### src/rtl/pe_sequencer.sv
`default_nettype none
// ============================================================================
// Module      : pe_sequencer
// Description : Job sequencer for a PE array. It loads the weights once, then
//               for each row loads activations, streams, shifts and writes the
//               result row back to the global buffer.
// Revision    : 1.0 - initial release
// ============================================================================
module pe_sequencer #(
    parameter int                ADDR_W   = 10,
    parameter logic [ADDR_W-1:0] OUT_BASE = 10'd512
) (
    input  logic              clk,
    input  logic              rst_n,
    input  logic              start,
    input  logic [3:0]        num_rows,
    input  logic              done_GB,
    output logic [2:0]        state,
    output logic [3:0]        write_w_to_PE_ctr,
    output logic [3:0]        write_a_to_PE_ctr,
    output logic              gb_rd,
    output logic              gb_wr,
    output logic [ADDR_W-1:0] gb_addr,
    output logic              busy,
    output logic              done
);

    localparam logic [2:0] c_ST_IDLE   = 3'd0;
    localparam logic [2:0] c_ST_INIT   = 3'd1;
    localparam logic [2:0] c_ST_DONE   = 3'd2;
    localparam logic [2:0] c_ST_LOAD_W = 3'd3;
    localparam logic [2:0] c_ST_LOAD_A = 3'd4;
    localparam logic [2:0] c_ST_STREAM = 3'd5;
    localparam logic [2:0] c_ST_SHIFT  = 3'd6;
    localparam logic [2:0] c_ST_WB     = 3'd7;

    localparam logic [3:0]        c_LOAD_LAST  = 4'd8;
    localparam logic [2:0]        c_STREAM_MAX = 3'd7;
    localparam logic [ADDR_W-1:0] c_ADDR_ONE   = {{(ADDR_W-1){1'b0}}, 1'b1};

    logic [2:0]        r_state;
    logic [3:0]        r_w_ctr;
    logic [3:0]        r_a_ctr;
    logic [ADDR_W-1:0] r_gb_addr;
    logic [ADDR_W-1:0] r_rd_ptr;
    logic [3:0]        r_row_ctr;
    logic [3:0]        r_rows;
    logic [2:0]        r_stream_cnt;
    logic              r_flag;

    logic [3:0]        w_row_next;
    logic [ADDR_W-1:0] w_addr_inc;
    logic [ADDR_W-1:0] w_wb_addr;
    logic              w_w_reading;
    logic              w_a_reading;
    logic              w_stream_exit;

    assign w_row_next    = r_row_ctr + 4'd1;
    assign w_addr_inc    = r_gb_addr + c_ADDR_ONE;
    assign w_wb_addr     = OUT_BASE + {{(ADDR_W-4){1'b0}}, r_row_ctr};
    assign w_w_reading   = (r_w_ctr < c_LOAD_LAST);
    assign w_a_reading   = (r_a_ctr < c_LOAD_LAST);
    assign w_stream_exit = (r_stream_cnt == c_STREAM_MAX) && (done_GB || r_flag);

    always_ff @(posedge clk) begin
        if (!rst_n) begin
            r_state      <= c_ST_IDLE;
            r_w_ctr      <= 4'd0;
            r_a_ctr      <= 4'd0;
            r_gb_addr    <= '0;
            r_rd_ptr     <= '0;
            r_row_ctr    <= 4'd0;
            r_rows       <= 4'd1;
            r_stream_cnt <= 3'd0;
            r_flag       <= 1'b0;
        end else begin
            case (r_state)
                c_ST_IDLE: begin
                    if (start) begin
                        r_state <= c_ST_INIT;
                    end
                end
                c_ST_INIT: begin
                    r_rows       <= (num_rows == 4'd0) ? 4'd1 : num_rows;
                    r_row_ctr    <= 4'd0;
                    r_w_ctr      <= 4'd0;
                    r_a_ctr      <= 4'd0;
                    r_gb_addr    <= '0;
                    r_rd_ptr     <= '0;
                    r_stream_cnt <= 3'd0;
                    r_flag       <= 1'b0;
                    r_state      <= c_ST_LOAD_W;
                end
                c_ST_LOAD_W: begin
                    if (w_w_reading) begin
                        r_w_ctr   <= r_w_ctr + 4'd1;
                        r_gb_addr <= w_addr_inc;
                        r_rd_ptr  <= w_addr_inc;
                    end else begin
                        r_a_ctr <= 4'd0;
                        r_state <= c_ST_LOAD_A;
                    end
                end
                c_ST_LOAD_A: begin
                    if (w_a_reading) begin
                        r_a_ctr   <= r_a_ctr + 4'd1;
                        r_gb_addr <= w_addr_inc;
                        r_rd_ptr  <= w_addr_inc;
                    end else begin
                        r_state <= c_ST_STREAM;
                    end
                end
                c_ST_STREAM: begin
                    // The flag keeps an early completion alive until the
                    // minimum dwell has elapsed.
                    if (w_stream_exit) begin
                        r_state <= c_ST_SHIFT;
                    end else begin
                        if (done_GB) begin
                            r_flag <= 1'b1;
                        end
                        if (r_stream_cnt != c_STREAM_MAX) begin
                            r_stream_cnt <= r_stream_cnt + 3'd1;
                        end
                    end
                end
                c_ST_SHIFT: begin
                    r_stream_cnt <= 3'd0;
                    r_flag       <= 1'b0;
                    r_gb_addr    <= w_wb_addr;
                    r_state      <= c_ST_WB;
                end
                c_ST_WB: begin
                    if (done_GB) begin
                        r_row_ctr <= w_row_next;
                        r_gb_addr <= r_rd_ptr;
                        if (w_row_next == r_rows) begin
                            r_state <= c_ST_DONE;
                        end else begin
                            r_a_ctr <= 4'd0;
                            r_state <= c_ST_LOAD_A;
                        end
                    end
                end
                c_ST_DONE: begin
                    r_w_ctr <= 4'd0;
                    r_state <= c_ST_IDLE;
                end
                default: begin
                    r_state <= c_ST_IDLE;
                end
            endcase
        end
    end

    assign state             = r_state;
    assign write_w_to_PE_ctr = r_w_ctr;
    assign write_a_to_PE_ctr = r_a_ctr;
    assign gb_addr           = r_gb_addr;
    assign gb_rd             = ((r_state == c_ST_LOAD_W) && w_w_reading) ||
                               ((r_state == c_ST_LOAD_A) && w_a_reading) ||
                               (r_state == c_ST_STREAM);
    assign gb_wr             = (r_state == c_ST_WB);
    assign busy              = (r_state != c_ST_IDLE);
    assign done              = (r_state == c_ST_DONE);

endmodule
`default_nettype wire

### config.mk
export PLATFORM = sky130hd
export DESIGN_NAME = pe_sequencer
export DESIGN_NICKNAME = d
export VERILOG_FILES = /design/src/rtl/pe_sequencer.sv
export SDC_FILE = /design/constraint.sdc
export NUM_CORES = 1
export LEC_CHECK = 0
export ABC_AREA = 1
export ABC_CLOCK_PERIOD_IN_PS = 1700
export CAP_MARGIN = 40
export CORE_MARGIN = 2
export CORE_UTILIZATION = 54
export CTS_CLUSTER_SIZE = 8
export DETAILED_ROUTE_END_ITERATION = 8
export PLACE_DENSITY = 0.79
export RECOVER_POWER = 50
export SLEW_MARGIN = 40
export SYNTH_ARGS = -nofsm -noshare
export SYNTH_HDL_FRONTEND = slang
export SYNTH_SLANG_ARGS = --single-unit
### constraint.sdc
create_clock -name clk -period 1.7 [get_ports clk]
set_clock_uncertainty 0.1 [all_clocks]
set_input_delay 0.34 -clock clk [delete_from_list [all_inputs] [get_ports clk]]
set_output_delay 0.34 -clock clk [all_outputs]
set_load 0.1 [all_outputs]
==> summary.md <==
| Metric | Value |
|---|---|
| Chip Height | 70.3 um |
| Logic gate share of total power | 62.4% |
| CP Capture Type | output pin |
| Largest family of logic cells by synthesized area | simple AND/OR/NAND/NOR gates |
| Yosys warnings | 0 |
| Starting Density | 55.2% |
| FF+latch count, synth | 43 |
| # nets final | 416 |
| Max cap viols | 0 |
| Residual DRC | 0 |
| Root Driver | clkbuf_8 |
| Synth Area in Compound Gates | 19.5% |
| Vias in the first global route | 2619 |
| Skew-Pair Late Insertion Delay | 0.31 ns |
| Hold Vio Cnt, Final | 0 |
| Multiplexer share of the synthesized area | 0% |
| Row Count | 24 |
| Final RePlAce weighted congestion | 0.891 |
| Failing checks | negative setup slack |
| Maximum root-to-sink buffer count | 2 |
| Period utilization | 107% |
| Hpwl dp | 4.30 mm |
| Area of the core | 4290 sq um |
| Routed WL per cell | 18.1 um |
| Slew HR | 66.9% |
| Net Sw Power | 2.98 mW |
| CTS clock-pin slew for the worst setup and hold paths | 0.09 ns |
| Vias | 2756 |
| Xor/xnor share of the synthesized area | 1.11% |
| Critical path class | register to output pin |
| Unrepaired setup endpoints after global routing | yes |
| Sw frac | 48.6% |
| Antenna diodes | 0 |
| Worst vdd ir | 1.74 mV |
| Seq pwr share | 24.5% |
| Status | finished, violations left |
| Min cycle time layout | 1.82 ns |
| Drt first pass iters | 5 |
| Slew Viols, Final | 0 |
| CTS tree | yes |
| Worst EP arrival | 1.38 ns |
| First-pass GRT wire length | 11.5 mm |
| Overall power | 6.14 mW |
| Async S/R FF share, synth | 0% |
| Max incr delay on CP | 0.38 ns |
| Adder-Cell Fraction of Synth Area | 3.17% |
| Worst setup endpoint | gb_rd |
| Cell area after synthesis | 2370 sq um |
| Slowest cell on crit path | dfxtp_4 |
| Lkg Pwr | 1.51 nW |
| Avg Cell Area, Syn | 7.16 sq um |
| Fillers | 225 |
| DRT antenna net count | 0 |
| Clock power frac | 13.1% |
| Cells after Synth | 331 |
| P_int | 3.16 mW |
| Worst-path fanout max | 4 |
| Top-count cell post-synth | nand2_1 |
| Simple-gate portion of the synthesized area | 31.7% |
| Largest net degree at the start of global routing | 31 |
| Syn_nets | 345 |
| TNS Setup | -1.68 ns |
| Final wirelength | 8.22 mm |
| R2R Setup Slk | -0.09 ns |
| Yosys cell types | 33 |
| Pwr/cell area | 1690 nW/um^2 |
| Final worst slack | -0.117 ns |
| Area growth, synth to finish | 52.9% |
| Reg area | 891 sq um |
| Number of clock sinks | 43 |
| Tightest Hold Check Type | register to register |
| Cell taking the most area after synthesis | dfxtp_1 |
| Final setup viols | 30 |
| Htree depth | 2 |
| Cts hold-fix bufs | 0 |
| Crit. Startpoint | state[0] |
| Post-synth EDFFs | 0 |
| Iter 0 DRT Violations | 286 |
| Total track usage | 28.9% |
| Area of the multi-input gates | 1590 sq um |
| Grt total ovfl | 0 |
| Slew @ Worst Pin | 0.499 ns |
| Ports | 33 |
| Initial antenna violation count | 0 |
| Yosys top cell area share | 36.3% |
| CTS Buf Count | 5 |
| R2R depth | 8 |
| Die ar. | 4940 sq um |
| Largest cells by area after synthesis | dfxtp_1 (36%), nand2_1 (14%), a21oi_1 (8.4%), inv_1 (4.6%), nand3_1 (4.2%) |
| Pre-CTS setup slack | -0.0657 ns |
| Die width | 70.3 um |
| HP Start | r_stream_cnt[0] |
| Top_reg_cell synth | dfxtp_1 |
| Reg-to-reg endpoint | write_w_to_PE_ctr[3] |
| R2r startpoint | state[0] |
| Critical path data required time | 1.26 ns |
| Commonest cells in the netlist | nand2_1 (88), dfxtp_1 (43), a21oi_1 (40) |
| Share of cells above drive strength 1 | 42.7% |
| PortBufs | 32 |
| Fmax | 0.551 GHz |
| Vias per Instance | 6.06 |
| Crit-path cells | buf_6 -> nand2_8 -> nor3_4 -> inv_2 -> nand3_4 -> buf_12 |
| Startpoint Class | register |
| Register area share after synthesis | 36.3% |
cell families after synthesis:
| kind of cell | after synthesis |
|---|---|
| simple gates | 158 |
| flops | 43 |
| buf+inv | 45 |
| compound gates | 76 |
| xor+xnor | 3 |
| fa+ha+maj | 6 |
cell type report:
| type | count | area share (%) |
|---|---|---|
| inverter | 37 | 4.21 |
| multi-input combinational | 243 | 43.7 |
| tap | 52 | 1.79 |
| clock buffer | 7 | 2.11 |
| timing repair buffer | 71 | 22.5 |
| sequential | 43 | 24.6 |
| clock inverter | 1 | 0.828 |
| timing repair inverter | 1 | 0.207 |
sequential cells by signal, indices dropped and copies added (netlist names):
signal / flops
gb_addr: 10
r_flag: 1
r_rd_ptr: 10
r_row_ctr: 4
r_rows: 4
r_stream_cnt: 3
state: 3
write_a_to_PE_ctr: 4
write_w_to_PE_ctr: 4
worst max-delay path: cells and delay by family (launching register included):
| kind | cells | cell delay [ns] |
|---|---|---|
| buf+inv | 3 | 0.37 |
| flops | 1 | 0.38 |
| simple gates | 3 | 0.30 |
per-layer routing:
| layer | global-route usage, % | up-vias | wire length (um) |
|---|---|---|---|
| met3 | 6.20 | 51 | 617 |
| li1 | - | 1245 | - |
| met4 | 14.7 | 0 | 507 |
| met2 | 50.7 | 181 | 4210 |
| met5 | 0 | - | 0 |
| met1 | 32.8 | 1279 | 2880 |
layout by cell type (no fill, tap or decap), types with 7 or more instances in the layout:
master	Yosys	final
nand2_2	3	10
nor2_4	8	10
buf_2	0	8
nand2_1	88	74
nor2_1	19	15
inv_1	29	23
dfxtp_2	0	9
buf_6	2	13
a21oi_2	4	14
buf_4	2	24
nand3_1	20	16
inv_2	7	10
a21oi_1	40	30
o21ai_2	0	8
clkdlybuf4s50_1	0	7
buf_12	0	19
dfxtp_1	43	29
nand2_4	1	7
power groups by stage:
stage,logic [mW],registers (mW),clock network (mW)
2_1_floorplan,1.71,1.73,0
3_3_place_gp,2.71,1.47,0
3_5_place_dp,2.75,1.48,0
4_1_cts,3.09,1.46,0.789
5_1_grt,4.04,1.52,0.847
6_report,3.83,1.50,0.805
through the flow:
stage	instance area, sq um	hold WS [ns]	util [%]	std cells
after floorplan	2450	0.329	-	331
after global placement	3150	0.345	73.4	421
after detailed placement	3150	0.351	73.4	421
after CTS	3450	0.362	80.3	448
after global routing	3620	0.367	84.4	455
final	3620	0.348	84.4	455
timing repair:
action                     in CTS  in global routing
setup endpoints to repair       7                 42
setup buffers                  19                  6
gates resized for setup        12                 73
pin swaps                      10                 23
cloned                          0                  1
worst min-delay path by stage:
stage                       to  slack, ns  depth (start not counted)
6_report       r_stream_cnt[0]       0.35                          1
5_1_grt        r_stream_cnt[0]       0.37                          1
4_1_cts                 r_flag       0.36                          2
3_5_place_dp            r_flag       0.35                          2
3_3_place_gp   r_stream_cnt[0]       0.35                          1
2_1_floorplan           r_flag       0.33                          2
(Power assumes the default switching activity.)
